==> src/rtl/req_encoder_8to3.sv <==
// Sticky 8-to-3 request encoder: pending bits are served one at a time on a valid/ready output.
// Two-cycle idle-to-valid latency, one code per cycle when the consumer is ready; holds on stall.
module req_encoder_8to3 #(
  parameter int RR    = 0,
  parameter int CNT_W = 8
) (
  input  logic             clk,
  input  logic             reset,
  input  logic [7:0]       req,
  input  logic             out_ready,
  output logic             out_valid,
  output logic [2:0]       out_code,
  output logic [7:0]       out_onehot,
  output logic [7:0]       pending,
  output logic             drop_pulse,
  output logic [CNT_W-1:0] drop_cnt
);

  typedef enum logic {S_IDLE, S_VALID} state_t;

  state_t           r_state;
  logic [7:0]       r_pending;
  logic [2:0]       r_code;
  logic [7:0]       r_onehot;
  logic [2:0]       r_ptr;
  logic             r_drop;
  logic [CNT_W-1:0] r_cnt;

  logic             w_accept;
  logic             w_load;
  logic [2:0]       w_start;
  logic [2:0]       w_sel;
  logic             w_found;
  logic [7:0]       w_mask;
  logic             w_drop;

  assign w_accept = (r_state == S_VALID) && out_ready;
  assign w_load   = ((r_state == S_IDLE) || out_ready) && (|r_pending);
  // On a transfer the round-robin search starts just above the index being accepted.
  assign w_start  = w_accept ? r_code : r_ptr;

  always_comb begin
    w_sel   = 3'd0;
    w_found = 1'b0;
    if (RR == 0) begin
      for (int i = 7; i >= 0; i--) begin
        if (!w_found && r_pending[i]) begin
          w_sel   = 3'(i);
          w_found = 1'b1;
        end
      end
    end else begin
      for (int k = 1; k <= 8; k++) begin
        if (!w_found && r_pending[w_start + 3'(k)]) begin
          w_sel   = w_start + 3'(k);
          w_found = 1'b1;
        end
      end
    end
  end

  assign w_mask = w_load ? (8'd1 << w_sel) : 8'd0;
  assign w_drop = |(req & r_pending & ~w_mask);

  always_ff @(posedge clk or posedge reset) begin
    if (reset) begin
      r_state   <= S_IDLE;
      r_pending <= 8'h00;
      r_code    <= 3'd0;
      r_onehot  <= 8'h00;
      r_ptr     <= 3'd7;
      r_drop    <= 1'b0;
      r_cnt     <= '0;
    end else begin
      r_pending <= (r_pending & ~w_mask) | req;
      r_drop    <= w_drop;
      if (w_drop && !(&r_cnt)) begin
        r_cnt <= r_cnt + {{(CNT_W-1){1'b0}}, 1'b1};
      end
      if (w_accept) begin
        r_ptr <= r_code;
      end
      case (r_state)
        S_IDLE: begin
          if (w_load) begin
            r_code   <= w_sel;
            r_onehot <= w_mask;
            r_state  <= S_VALID;
          end
        end
        S_VALID: begin
          if (out_ready) begin
            if (w_load) begin
              r_code   <= w_sel;
              r_onehot <= w_mask;
            end else begin
              r_onehot <= 8'h00;
              r_state  <= S_IDLE;
            end
          end
        end
        default: r_state <= S_IDLE;
      endcase
    end
  end

  assign out_valid  = (r_state == S_VALID);
  assign out_code   = r_code;
  assign out_onehot = r_onehot;
  assign pending    = r_pending;
  assign drop_pulse = r_drop;
  assign drop_cnt   = r_cnt;

endmodule

==> config.mk <==
export PLATFORM = sky130hd
export DESIGN_NAME = req_encoder_8to3
export DESIGN_NICKNAME = d
export VERILOG_FILES = /design/src/rtl/req_encoder_8to3.sv
export SDC_FILE = /design/constraint.sdc
export NUM_CORES = 1
export LEC_CHECK = 0
export CAP_MARGIN = 30
export CORE_MARGIN = 4
export CORE_UTILIZATION = 44
export CTS_BUF_LIST = sky130_fd_sc_hd__clkbuf_8
export CTS_CLUSTER_SIZE = 30
export DETAILED_ROUTE_END_ITERATION = 10
export GPL_ROUTABILITY_DRIVEN = 0
export PLACE_DENSITY_LB_ADDON = 0.15
export SYNTH_ARGS = -nofsm -noshare
export SYNTH_HDL_FRONTEND = slang
export SYNTH_SLANG_ARGS = --single-unit
==> constraint.sdc <==
create_clock -name clk -period 2 [get_ports clk]
set_input_delay 0.2 -clock clk [delete_from_list [all_inputs] [get_ports clk]]
set_output_delay 0.2 -clock clk [all_outputs]
set_load 0.02 [all_outputs]
==> run summary, run 1 <==
status: complete, no violations
fill count: 264
synthesis-to-finish area growth: 50.4%
Leakage: 0.000866 µW
effective utilization at floorplan: 0.463
total wire length: 3840 µm
first-pass GRT wire length: 6400 µm
Post-CTS Hold Buffers: 0
depth of the CTS H-tree: 2
Crit. End Element: register
Final Cycle Share: 0.971
TritonRoute pass-1 iters: 4
final setup violation count: 0
TritonCTS clock tree: built
max-slew violation count: 0
Cell Pwr Density: 864 mW/mm²
Port Buf Inserts: 39
antenna-violating nets left: 0
Num CTS Buffers: 5
Avg Cell Area, Syn: 11.1 µm²
crit path launch type: register
WHS: 0.280 ns
Period minus WS final: 1.94 ns
Post-Synthesis Cells: 128
Multi-input gate area: 676 µm²
RSZ-0062 raised after global routing: yes
all-layer global routing usage: 0.202
Rows: 20
critical path type: reg -> reg
Nets: 206
maximum clock frequency: 0.515 GHz
synth warn: 0
Synth Register Bits: 29
reg-to-reg startpoint: pending[6]
final hold viol count: 0
number of max-cap violations: 0
buffers from clock root to sink, at most: 2
worst slew pin tran: 0.378 ns
Die H: 64.9 µm
Max rail drop VDD: 0.000893 V
r2r setup slk: 0.06 ns
ant diodes: 0
initial antenna violation count: 0
number of synthesized flops with an enable pin: 0
Vias: 1,265
largest net degree at the start of global routing: 30
layout cells sized above 1: 0.267
FF-to-FF path depth: 6
DRC violations left: 0
Synthesized Nets: 140
Clock Tree Root: clkbuf_8
Critical Path Fanout Max: 4
GRT Residual Overflow: 0
clk_skew: 0.00594 ns
Post-DP HPWL: 2860 µm
Skew-Pair Late Insertion Delay: 0.28 ns
setup TNS: 0 ns
initial DRC count: 35
WL/cell: 16.1 µm
worst r2r dst: drop_cnt[1]
Die Area: 0.00422 mm²
Core Area: 0.00308 mm²
Rel. slew slack: 0.746
register area: 734 µm²
Clock transition at path regs: 0.06 ns
synth unique cells: 43
DR vias/cell: 5.29
CTS sink cnt: 29
Critical path origin: pending[6]
Hold WC Path Type: in -> async
Die W: 64.9 µm
fraction of registers with async set/reset: 1.00
CP required: 2.17 ns
I/O pin cnt: 40
Top FF cell, synth: dfrtp_1
CP arrival: 2.11 ns
Seq/Total Area, Yosys: 0.509
Synth Cell Area: 0.00143 mm²
vias in the first global route: 1,359
==> registers in the layout, indices dropped and copies added, names as in the netlist <==
signal / count
drop_cnt: 8
pending: 8
out_onehot: 8
out_code: 3
out_valid: 1
drop_pulse: 1
==> cell usage in the layout (no fill, tap or decap), drive strengths merged <==
| master | count |
|---|---|
| a2111o | 1 |
| a2111oi | 1 |
| a21o | 5 |
| a21oi | 7 |
| a222oi | 1 |
| a22o | 3 |
| a31oi | 3 |
| a32o | 1 |
| and2 | 1 |
| and3 | 1 |
| and4 | 1 |
| buf | 24 |
| clkbuf | 6 |
| clkdlybuf4s50 | 39 |
| dfrtp | 29 |
| ha | 1 |
| inv | 6 |
| mux2 | 2 |
| nand2 | 13 |
| nand2b | 2 |
| nand3 | 8 |
| nand3b | 1 |
| nand4 | 3 |
| nor2 | 11 |
| nor2b | 2 |
| nor4 | 3 |
| o2111a | 1 |
| o2111ai | 1 |
| o211ai | 1 |
| o21ai | 5 |
| o21bai | 3 |
| o2bb2ai | 1 |
| o31ai | 2 |
| xnor2 | 6 |
==> metrics by stage <==
step / cells / util / power, µW / area, µm² / worst slack (ns)
2_1_floorplan: 128 / - / 1090 / 1450 / -0.0675
3_3_place_gp: 230 / 0.661 / 1350 / 2030 / -0.0724
3_5_place_dp: 230 / 0.661 / 1370 / 2030 / -0.226
4_1_cts: 239 / 0.695 / 1860 / 2140 / 0.0133
5_1_grt: 239 / 0.697 / 1950 / 2140 / -0.0393
6_report: 239 / 0.697 / 1850 / 2140 / 0.0583
==> kinds of logic (layout without fill, tap and decap cells) <==
group / count (synthesis) / count (layout) / synth area share
adders and majority gates: 1 / 1 / 0.00877
buffers and inverters: 8 / 75 / 0.0307
xor gates and xnor gates: 6 / 6 / 0.0368
DFF: 29 / 29 / 0.509
muxes: 2 / 2 / 0.0184
AOI/OAI and AO/OA: 36 / 36 / 0.216
and+or+nand+nor: 46 / 46 / 0.181
==> critical path: stages, from the launching register on <==
cell       delay, ns
dfrtp_2         0.45
nor4_4          0.32
nand3b_2        0.12
a2111oi_4       0.34
o2111ai_4       0.19
nand2_4         0.11
mux2_4          0.30
==> what timing repair did <==
action	in CTS	in global routing
pin swaps	2	1
endpoints found under the hold margin	0	0
buffers inserted	1	0
resized for setup	1	3
setup endpoints to repair	6	6
==> how the worst max path moves through the flow <==
stage	to	cells past startpoint
3_3_place_gp	drop_cnt[1]	7
2_1_floorplan	drop_cnt[1]	6
3_5_place_dp	drop_cnt[1]	7
6_report	drop_cnt[1]	6
5_1_grt	drop_cnt[1]	6
4_1_cts	drop_cnt[7]	8
==> synth_stat cells (2+ instances only) <==
master	count	area, µm²
nor2b_1	2	12.5
buf_2	2	10.0
xnor2_1	6	52.6
a21o_1	5	37.5
a21oi_1	7	35.0
dfrtp_1	29	726
o21bai_1	3	22.5
nand2_1	12	45.0
nand2b_1	2	12.5
nand3_1	8	40.0
nor2_1	10	37.5
o21ai_0	4	20.0
nand4_1	3	18.8
a31oi_1	3	18.8
inv_1	3	11.3
a22o_1	2	17.5
==> cell type report <==
cell class	instances	share of cell area
timing repair buffer	63	0.268
tap	44	0.0257
clock inverter	2	0.00350
sequential	29	0.342
multi-input combinational	91	0.315
inverter	4	0.00700
clock buffer	6	0.0385
==> layer usage <==
metal | up-vias | global-route usage | routed length (µm) | share of wire
li1 | 599 | - | - | -
met1 | 626 | 0.224 | 1620 | 0.42
met2 | 31 | 0.351 | 1950 | 0.51
met3 | 9 | 0.0676 | 175 | 0.046
met4 | 0 | 0.0871 | 86 | 0.022
met5 | - | 0 | 0 | 0
==> where the power goes <==
group | total [µW] | leakage, µW | internal (µW) | switching [µW]
clock network | 488 | 0.0000538 | 270 | 218
registers | 781 | 0.000320 | 675 | 106
logic | 584 | 0.000492 | 300 | 284
Power figures use the tool's default switching activity.
==> run 2: changes to the inputs <==
- CORE_MARGIN: 4 -> unset
==> run 2 against run 1 <==
Compared with the run above: cell area grew 0.93%; die area shrank 18%; setup slack worse by 0.016 ns; power is 4.9% higher; hold slack better by 0.024 ns; count of clock-buffer cells in the layout did not move; critical path depth grew 1; largest power group unchanged; non-clock buffer count is 1 lower; global-route usage grew 1.3 points.
==> run summary, run 2 (synthesized netlist as in run 1, its figures left out) <==
max-slew violation count: 0
CTS sink cnt: 29
crit path launch type: register
initial DRC count: 35
vias in the first global route: 1,182
Final Cycle Share: 0.979
RSZ-0062 raised after global routing: yes
Critical path origin: pending[1]
Crit. End Element: register
ant diodes: 0
Clock transition at path regs: 0.06 ns
depth of the CTS H-tree: 2
Die Area: 0.00347 mm²
Slowest cell on crit path: dfrtp_2
Post-DP HPWL: 2450 µm
antenna-violating nets left: 0
final hold viol count: 0
synthesis-to-finish area growth: 51.8%
number of max-cap violations: 0
WL/cell: 14.0 µm
DRC violations left: 0
Vias: 1,260
Leakage: 0.000874 µW
Max rail drop VDD: 0.000691 V
Rel. slew slack: 0.714
Hold WC Path Type: in -> async
Post-CTS Hold Buffers: 0
first-pass GRT wire length: 5490 µm
most common cell after layout, fill and taps aside: clkdlybuf4s50_1
fin worst setup slack: 0.0427 ns
most frequent cells in the layout: clkdlybuf4s50_1, dfrtp_1, buf_4, nand2_1, nor2_1
Rows: 20
critical path type: reg -> reg
clk_skew: 0.00249 ns
Nets: 205
setup TNS: 0 ns
fill count: 232
layout cells sized above 1: 0.268
Die H: 58.9 µm
TritonRoute pass-1 iters: 4
Core Area: 0.00305 mm²
total wire length: 3340 µm
final setup violation count: 0
all-layer global routing usage: 0.216
largest net degree at the start of global routing: 30
Clock Tree Root: clkbuf_8
Num CTS Buffers: 5
status: complete, no violations
Cell Pwr Density: 898 mW/mm²
Die W: 58.9 µm
crit-path max cell delay: 0.43 ns
TritonCTS clock tree: built
I/O pin cnt: 40
Buf+Inv Stages, Crit Path: 2
initial antenna violation count: 0
CP arrival: 2.12 ns
CP cell instances: buf_4 > a222oi_1 > buf_4 > o2bb2ai_2 > o2111ai_4 > nand2_4 > mux2_4
CP required: 2.16 ns
effective utilization at floorplan: 0.467
crit-path leading delay family: compound AO/OA/AOI/OAI gates
Worst path most repeated cell: buf_4
Port Buf Inserts: 39
WHS: 0.304 ns
reg-to-reg startpoint: pending[1]
Post-Place Setup Slack: -0.0678 ns
Skew-Pair Late Insertion Delay: 0.27 ns
GRT Residual Overflow: 0
worst slew pin tran: 0.428 ns
DR vias/cell: 5.29
buffers from clock root to sink, at most: 2
maximum clock frequency: 0.511 GHz
Critical Path Fanout Max: 4
Period minus WS final: 1.96 ns
run 2: cell types whose count changed in the layout (fill, tap and decap cells not counted), sizes merged:
cell,change
bufinv,+1
buf,-2
clkbuf,+1
inv,-1
run 2: final timing paths:
check / endpoint / depth (start not counted) / slack, ns
min in group clk: out_onehot[2] / 2 / 0.47
worst min register to register: out_onehot[2] / 2 / 0.47
worst max-delay path: drop_cnt[1] / 7 / 0.04
worst min-delay path: drop_cnt[0] / 3 / 0.30
max in group asynchronous: pending[4] / 3 / 1.40
worst max register to register: drop_cnt[1] / 7 / 0.04
run 2: timing repair:
| item | in CTS | in global routing |
|---|---|---|
| gates resized for setup | 0 | 5 |
| endpoints found under the setup margin | 0 | 7 |
| buffers inserted | 0 | 2 |
run 2: routing by layer:
metal | wire (µm) | global-route usage | up-vias
met4 | 8 | 0.0612 | 0
met1 | 1510 | 0.288 | 619
met2 | 1650 | 0.336 | 37
li1 | - | - | 602
met3 | 174 | 0.0703 | 2
met5 | 0 | 0 | -
run 2: metrics by stage:
step           std cells   util  cell area [µm²]  power (µW)
4_1_cts              236  0.700             2140        1960
3_5_place_dp         228  0.661             2020        1350
5_1_grt              238  0.709             2160        2050
3_3_place_gp         228  0.661             2020        1330
6_report             238  0.709             2160        1940
2_1_floorplan        128      -             1450        1090
run 2: final cells by class:
class | count | area, µm² | area share
Multi-Input combinational cell | 91 | 676 | 0.312
Sequential cell | 29 | 734 | 0.339
Timing Repair Buffer | 62 | 568 | 0.262
Inverter | 4 | 15.0 | 0.00694
Clock inverter | 2 | 33.8 | 0.0156
Tap cell | 44 | 55.1 | 0.0254
Clock buffer | 6 | 82.6 | 0.0382
run 2: where the power goes:
part           switching [µW]  internal (µW)
logic                     263            299
registers                96.6            675
clock network             209            400
run 2: tightest hold or removal path: stages:
cell and delay (ns):
clkdlybuf4s50_1 0.40, inv_1 0.05, buf_4 0.34
